`config.mk`:
```
export PLATFORM = sky130hd
export DESIGN_NAME = mem_arbiter_flat
export DESIGN_NICKNAME = d
export VERILOG_FILES = /design/src/rtl/mem_arbiter_if.sv /design/src/rtl/mem_arbiter.sv /design/src/flat_wrapper.sv
export SDC_FILE = /design/constraint.sdc
export NUM_CORES = 1
export LEC_CHECK = 0
export CAP_MARGIN = 20
export CORE_MARGIN = 2
export CORE_UTILIZATION = 40
export CTS_CLUSTER_DIAMETER = 120
export DETAILED_ROUTE_END_ITERATION = 10
export GPL_ROUTABILITY_DRIVEN = 0
export HOLD_SLACK_MARGIN = 0.1
export PLACE_DENSITY = 0.91
export SLEW_MARGIN = 20
export SYNTH_ARGS = -nofsm -noshare
export SYNTH_HDL_FRONTEND = slang
export SYNTH_SLANG_ARGS = --single-unit
export TNS_END_PERCENT = 5
```
`constraint.sdc`:
```
create_clock -name clk -period 4.2 [get_ports clk]
set_clock_uncertainty 0.15 [all_clocks]
set_input_delay 0.84 -clock clk [delete_from_list [all_inputs] [get_ports clk]]
set_output_delay 0.84 -clock clk [all_outputs]
set_load 0.005 [all_outputs]
```
`src/rtl/mem_arbiter_if.sv`:
```
// Bus bundle between the I/D requesters, the shared memory port and the arbiter.
// The arbiter takes the slave view; whoever drives requests and memory responses takes the master view.
interface mem_arbiter_if;
  logic        i_req_valid;
  logic [31:0] i_req_addr;
  logic        d_req_valid;
  logic [31:0] d_req_addr;
  logic        d_req_we;
  logic [31:0] d_req_wdata;
  logic        i_resp_valid;
  logic [31:0] i_resp_data;
  logic        d_resp_valid;
  logic [31:0] d_resp_data;
  logic        mem_req_valid;
  logic [31:0] mem_req_addr;
  logic        mem_req_we;
  logic [31:0] mem_req_wdata;
  logic        mem_resp_valid;
  logic [31:0] data_in;
  logic        busy;
  logic        grant_d;

  modport slave (
    input  i_req_valid, i_req_addr,
    input  d_req_valid, d_req_addr, d_req_we, d_req_wdata,
    output i_resp_valid, i_resp_data, d_resp_valid, d_resp_data,
    output mem_req_valid, mem_req_addr, mem_req_we, mem_req_wdata,
    input  mem_resp_valid, data_in,
    output busy, grant_d
  );

  modport master (
    output i_req_valid, i_req_addr,
    output d_req_valid, d_req_addr, d_req_we, d_req_wdata,
    input  i_resp_valid, i_resp_data, d_resp_valid, d_resp_data,
    input  mem_req_valid, mem_req_addr, mem_req_we, mem_req_wdata,
    output mem_resp_valid, data_in,
    input  busy, grant_d
  );
endinterface

```
`src/rtl/mem_arbiter.sv`:
```
// Two-requester (I-cache / D-cache) arbiter onto one memory port, one transaction at a time.
// ARB_ROUND_ROBIN_EN selects round-robin tie-breaking; default is fixed D priority.
module mem_arbiter (
  input  logic clk,
  input  logic reset,
  mem_arbiter_if.slave bus
);

  // state      | meaning
  // ST_IDLE    | no transaction, arbitrate pending requests
  // ST_ISSUE   | one-cycle mem_req_valid pulse from registered request
  // ST_WAIT    | waiting for mem_resp_valid, capture data_in
  // ST_RESP    | one-cycle resp_valid to the owner
  localparam logic [1:0] ST_IDLE  = 2'd0;
  localparam logic [1:0] ST_ISSUE = 2'd1;
  localparam logic [1:0] ST_WAIT  = 2'd2;
  localparam logic [1:0] ST_RESP  = 2'd3;

  logic [1:0]  state;
  logic        owner_d;
  logic [31:0] addr_q;
  logic        we_q;
  logic [31:0] wdata_q;
  logic [31:0] data_q;
  logic        pick_d;
  logic        any_req;

`ifdef ARB_ROUND_ROBIN_EN
  logic        last_d;
`endif

  assign any_req = bus.i_req_valid | bus.d_req_valid;

  always_comb begin
    pick_d = bus.d_req_valid;
`ifdef ARB_ROUND_ROBIN_EN
    // on a tie, the requester not served last gets the port
    if (bus.i_req_valid && bus.d_req_valid) begin
      pick_d = ~last_d;
    end
`endif
  end

  always_ff @(posedge clk) begin
    if (!reset) begin
      state   <= ST_IDLE;
      owner_d <= 1'b0;
      addr_q  <= 32'd0;
      we_q    <= 1'b0;
      wdata_q <= 32'd0;
      data_q  <= 32'd0;
`ifdef ARB_ROUND_ROBIN_EN
      last_d  <= 1'b1;
`endif
    end else begin
      case (state)
        ST_IDLE: begin
          if (any_req) begin
            owner_d <= pick_d;
            addr_q  <= pick_d ? bus.d_req_addr : bus.i_req_addr;
            we_q    <= pick_d & bus.d_req_we;
            wdata_q <= pick_d ? bus.d_req_wdata : 32'd0;
`ifdef ARB_ROUND_ROBIN_EN
            last_d  <= pick_d;
`endif
            state   <= ST_ISSUE;
          end
        end
        ST_ISSUE: state <= ST_WAIT;
        ST_WAIT: begin
          if (bus.mem_resp_valid) begin
            data_q <= bus.data_in;
            state  <= ST_RESP;
          end
        end
        ST_RESP: state <= ST_IDLE;
        default: state <= ST_IDLE;
      endcase
    end
  end

  assign bus.mem_req_valid = (state == ST_ISSUE);
  assign bus.mem_req_addr  = addr_q;
  assign bus.mem_req_we    = we_q;
  assign bus.mem_req_wdata = wdata_q;

  assign bus.i_resp_valid  = (state == ST_RESP) & ~owner_d;
  assign bus.d_resp_valid  = (state == ST_RESP) &  owner_d;
  assign bus.i_resp_data   = data_q;
  assign bus.d_resp_data   = data_q;

  assign bus.busy          = (state != ST_IDLE);
  assign bus.grant_d       = owner_d;

endmodule
```
`src/flat_wrapper.sv`:
```
// flat-port wrapper written by rule: the top's interface ports become plain ports
module mem_arbiter_flat 
  (clk, reset, bus_i_req_valid, bus_i_req_addr, bus_d_req_valid, bus_d_req_addr, bus_d_req_we, bus_d_req_wdata, bus_i_resp_valid, bus_i_resp_data, bus_d_resp_valid, bus_d_resp_data, bus_mem_req_valid, bus_mem_req_addr, bus_mem_req_we, bus_mem_req_wdata, bus_mem_resp_valid, bus_data_in, bus_busy, bus_grant_d);
  mem_arbiter_if bus_i ();
  input  logic clk;
  input  logic reset;
  input wire logic [$bits(bus_i.i_req_valid)-1:0] bus_i_req_valid;
  input wire logic [$bits(bus_i.i_req_addr)-1:0] bus_i_req_addr;
  input wire logic [$bits(bus_i.d_req_valid)-1:0] bus_d_req_valid;
  input wire logic [$bits(bus_i.d_req_addr)-1:0] bus_d_req_addr;
  input wire logic [$bits(bus_i.d_req_we)-1:0] bus_d_req_we;
  input wire logic [$bits(bus_i.d_req_wdata)-1:0] bus_d_req_wdata;
  output wire logic [$bits(bus_i.i_resp_valid)-1:0] bus_i_resp_valid;
  output wire logic [$bits(bus_i.i_resp_data)-1:0] bus_i_resp_data;
  output wire logic [$bits(bus_i.d_resp_valid)-1:0] bus_d_resp_valid;
  output wire logic [$bits(bus_i.d_resp_data)-1:0] bus_d_resp_data;
  output wire logic [$bits(bus_i.mem_req_valid)-1:0] bus_mem_req_valid;
  output wire logic [$bits(bus_i.mem_req_addr)-1:0] bus_mem_req_addr;
  output wire logic [$bits(bus_i.mem_req_we)-1:0] bus_mem_req_we;
  output wire logic [$bits(bus_i.mem_req_wdata)-1:0] bus_mem_req_wdata;
  input wire logic [$bits(bus_i.mem_resp_valid)-1:0] bus_mem_resp_valid;
  input wire logic [$bits(bus_i.data_in)-1:0] bus_data_in;
  output wire logic [$bits(bus_i.busy)-1:0] bus_busy;
  output wire logic [$bits(bus_i.grant_d)-1:0] bus_grant_d;
  assign bus_i.i_req_valid = bus_i_req_valid;
  assign bus_i.i_req_addr = bus_i_req_addr;
  assign bus_i.d_req_valid = bus_d_req_valid;
  assign bus_i.d_req_addr = bus_d_req_addr;
  assign bus_i.d_req_we = bus_d_req_we;
  assign bus_i.d_req_wdata = bus_d_req_wdata;
  assign bus_i_resp_valid = bus_i.i_resp_valid;
  assign bus_i_resp_data = bus_i.i_resp_data;
  assign bus_d_resp_valid = bus_i.d_resp_valid;
  assign bus_d_resp_data = bus_i.d_resp_data;
  assign bus_mem_req_valid = bus_i.mem_req_valid;
  assign bus_mem_req_addr = bus_i.mem_req_addr;
  assign bus_mem_req_we = bus_i.mem_req_we;
  assign bus_mem_req_wdata = bus_i.mem_req_wdata;
  assign bus_i.mem_resp_valid = bus_mem_resp_valid;
  assign bus_i.data_in = bus_data_in;
  assign bus_busy = bus_i.busy;
  assign bus_grant_d = bus_i.grant_d;
  mem_arbiter u_core (.clk(clk), .reset(reset), .bus(bus_i));
endmodule
```
==> impl_metrics.py <==
metrics = {
    "status": {
        "status": "finished, final reports clean",
    },
    "power": {
        "leakage_nw": 2.87,
        "power.sequential.fraction": 0.405,
        "combPwrFrac": 0.402,
        "p_per_area_nw_per_um2": 443,
        "p_sw_mw": 1.00,
        "irDropWorstVdd_v": 0.000236,
        "total_power_mw": 3.11,
        "swShare": 0.321,
        "clockPowerShare": 0.193,
        "power.internal_mw": 2.11,
    },
    "cts": {
        "cts_buffer_depth": 2,
        "tritoncts": "yes",
        "post_cts_resized": 0,
        "post_cts_buffers": 0,
        "clock_latency_ns": 0.34,
        "holdBufCountCts": 0,
        "h-tree-depth": 3,
        "numCtsBuffers": 9,
        "path_clk_slew_ns": 0.09,
        "clock-sinks": 100,
        "clock-root-buffer": "clkbuf_8",
    },
    "synth": {
        "yosysUniqueCellTypes": 21,
        "ys_ff_latch": 100,
        "syn_area_um2": 4460,
        "yosysTopAreaCell": "dfxtp_1",
        "synth_area_leaders": "dfxtp_1 (45%), nand2_1 (11%), a21boi_0 (9.4%)",
        "synth_top_area_share": 0.449,
        "ys_seq_area_frac": 0.449,
        "avgSynthCellArea_um2": 9.14,
        "synth_warnings": 0,
        "synth_fp_nets": 627,
        "syn_inst": 488,
    },
    "setup_path": {
        "cp.arrival_ns": 1.91,
        "cp-start-kind": "register",
        "regToRegSetupSlack_ns": 1.95,
        "r2r-start": "u_core.state[0]",
        "crit_start": "u_core.state[0]",
        "crit_fanout": 38,
        "r2r_cells": 7,
        "worstReg2RegEnd": "u_core.bus.mem_req_addr[20]",
        "critPathRequiredTime_ns": 3.21,
        "path_class": "register to output pin",
        "crit_path_end_kind": "output pin",
        "endpoint": "bus_busy",
    },
    "global_route": {
        "met1_usage": 0.216,
        "grt_busiest_layer": "met2",
        "grt_max_degree": 71,
        "grt_pass1_vias": 3908,
        "overflow": 0,
        "grt.total_usage": 0.200,
        "antenna_found_initial": 0,
        "grt_util_met2": 0.367,
        "grtUsageMet3": 0.0622,
        "grt_pass1_wl_um": 18800,
    },
    "hold_path": {
        "hold_class": "register to register",
    },
    "placement": {
        "port_buffers": 267,
        "place_ws_ns": 1.35,
        "dp_hpwl_um": 9610,
    },
    "detailed_routing": {
        "drtAntennaViolNets": 0,
        "drtIter0Drc": 229,
        "finalWirelength_um": 12700,
        "avgRoutedWirePerCell_um": 15.1,
        "first_pass_iters": 4,
        "drc": 0,
        "vias": 4128,
        "vias_per_cell": 4.90,
    },
    "sta": {
        "setup_viol": 0,
        "rsz0062_at_grt": "no",
        "min_period_ns": 2.90,
        "maxSlewViolCount": 0,
        "finalSetupTns_ns": 0,
        "max_freq_mhz": 345,
        "slew_headroom": 0.299,
        "hold_violations": 0,
        "worst_slew_pin_slew_ns": 1.05,
        "finalCritPeriodShare": 0.691,
        "layout_setup_ws_ns": 1.30,
    },
    "cells_and_area": {
        "diodes": 0,
        "utilization": 0.649,
        "drive_gt1_frac": 0.0341,
        "final.fill_count": 858,
        "nNetsFinal": 837,
        "area_growth_pct": 57.8,
    },
    "floorplanning": {
        "num_rows": 38,
        "io_pins": 268,
        "die_w_um": 110,
        "die_h_um": 110,
        "initial_core_util": 0.411,
        "die-area_um2": 12000,
        "coreArea_um2": 10800,
    },
    "flow_run": {
        "max-cap-violations": 0,
    },
}
==> final cells by class <==
class,instances,area (um2),area share
repair buffers,271,2690,0.383
clock inverters,5,62.6,0.00889
inverters,4,15.0,0.00213
well taps,140,175,0.0249
clock buffers,11,131,0.0187
flip-flops and latches,100,2000,0.285
multi-input cells,312,1960,0.278
==> worst min path at each step <==
stage | start | slack [ns] | to | cells after the start
detailed placement | u_core.bus.mem_req_wdata[6] | 0.30 | u_core.bus.mem_req_wdata[6] | 2
global route | u_core.bus.mem_req_wdata[8] | 0.33 | u_core.bus.mem_req_wdata[8] | 2
floorplan | u_core.bus.mem_req_wdata[30] | 0.30 | u_core.bus.mem_req_wdata[30] | 2
finish | u_core.bus.mem_req_wdata[6] | 0.31 | u_core.bus.mem_req_wdata[6] | 2
CTS | u_core.bus.mem_req_wdata[6] | 0.31 | u_core.bus.mem_req_wdata[6] | 2
global placement | u_core.bus.mem_req_wdata[6] | 0.29 | u_core.bus.mem_req_wdata[6] | 2
==> kinds of logic (layout without fill, tap and decap cells) <==
| group | Yosys count | count (layout) | synth area share |
|---|---|---|---|
| DFF | 100 | 100 | 0.449 |
| AOI/OAI and AO/OA | 103 | 103 | 0.193 |
| muxes | 33 | 33 | 0.0741 |
| buffers and inverters | 76 | 291 | 0.113 |
| and+or+nand+nor | 171 | 171 | 0.157 |
| adders and majority gates | 5 | 5 | 0.0140 |
==> flip-flops by register name, summed over array words and instances, names as in the netlist <==
| name | cells |
|---|---|
| u_core.bus.d_resp_data | 32 |
| u_core.bus.grant_d | 1 |
| u_core.bus.mem_req_addr | 32 |
| u_core.bus.mem_req_wdata | 32 |
| u_core.bus.mem_req_we | 1 |
| u_core.state | 2 |
==> synthesized netlist by cell type (all sizes together) <==
library cell	n
inv	4
dfxtp	100
nor2b	1
ha	5
and2	2
nand3	33
clkbuf	11
a21boi	66
o21a	2
mux2i	33
nor3b	1
o31a	1
o211a	32
nand2	134
a21oi	1
buf	61
o21ai	1
==> layout by cell type, fill, tap and decap left out, drive strengths merged <==
cell type      netlist  routed
a21boi              66      66
a21oi                1       1
and2                 2       2
buf                 61       6
bufinv               0       1
clkbuf              11      11
clkdlybuf4s50        0     265
clkinv               0       2
clkinvlp             0       2
dfxtp              100     100
ha                   5       5
inv                  4       4
mux2i               33      33
nand2              134     134
nand3               33      33
nor2b                1       1
nor3b                1       1
o211a               32      32
o21a                 2       2
o21ai                1       1
o31a                 1       1
==> layer usage <==
metal | share of wire | vias to the layer above
met5 | 0 | -
met4 | 0.025 | 0
met3 | 0.088 | 24
met2 | 0.51 | 186
met1 | 0.37 | 1899
li1 | - | 2019
==> worst max-delay path: stages, from the launching register on <==
cell,delay (ns)
dfxtp_1,0.40
inv_1,0.11
ha_1,0.21
buf_4,0.25
inv_1,0.09
clkdlybuf4s50_1,0.49
==> power by group through the flow <==
stage | sequential [mW] | combinational, mW | clock, mW
finish | 1.26 | 1.25 | 0.601
global route | 1.29 | 1.36 | 0.666
CTS | 1.26 | 1.27 | 0.624
detailed placement | 1.28 | 1.26 | 0
global placement | 1.27 | 1.22 | 0
floorplan | 1.28 | 0.675 | 0
==> metrics by stage <==
| step | hold slack, ns | std cells | cell area [um2] |
|---|---|---|---|
| 4_1_cts | 0.310 | 843 | 7030 |
| 3_5_place_dp | 0.298 | 827 | 6840 |
| 6_report | 0.306 | 843 | 7030 |
| 3_3_place_gp | 0.287 | 827 | 6840 |
| 5_1_grt | 0.333 | 843 | 7030 |
| 2_1_floorplan | 0.297 | 488 | 4460 |
No activity file was read; power rests on OpenSTA's default activity.
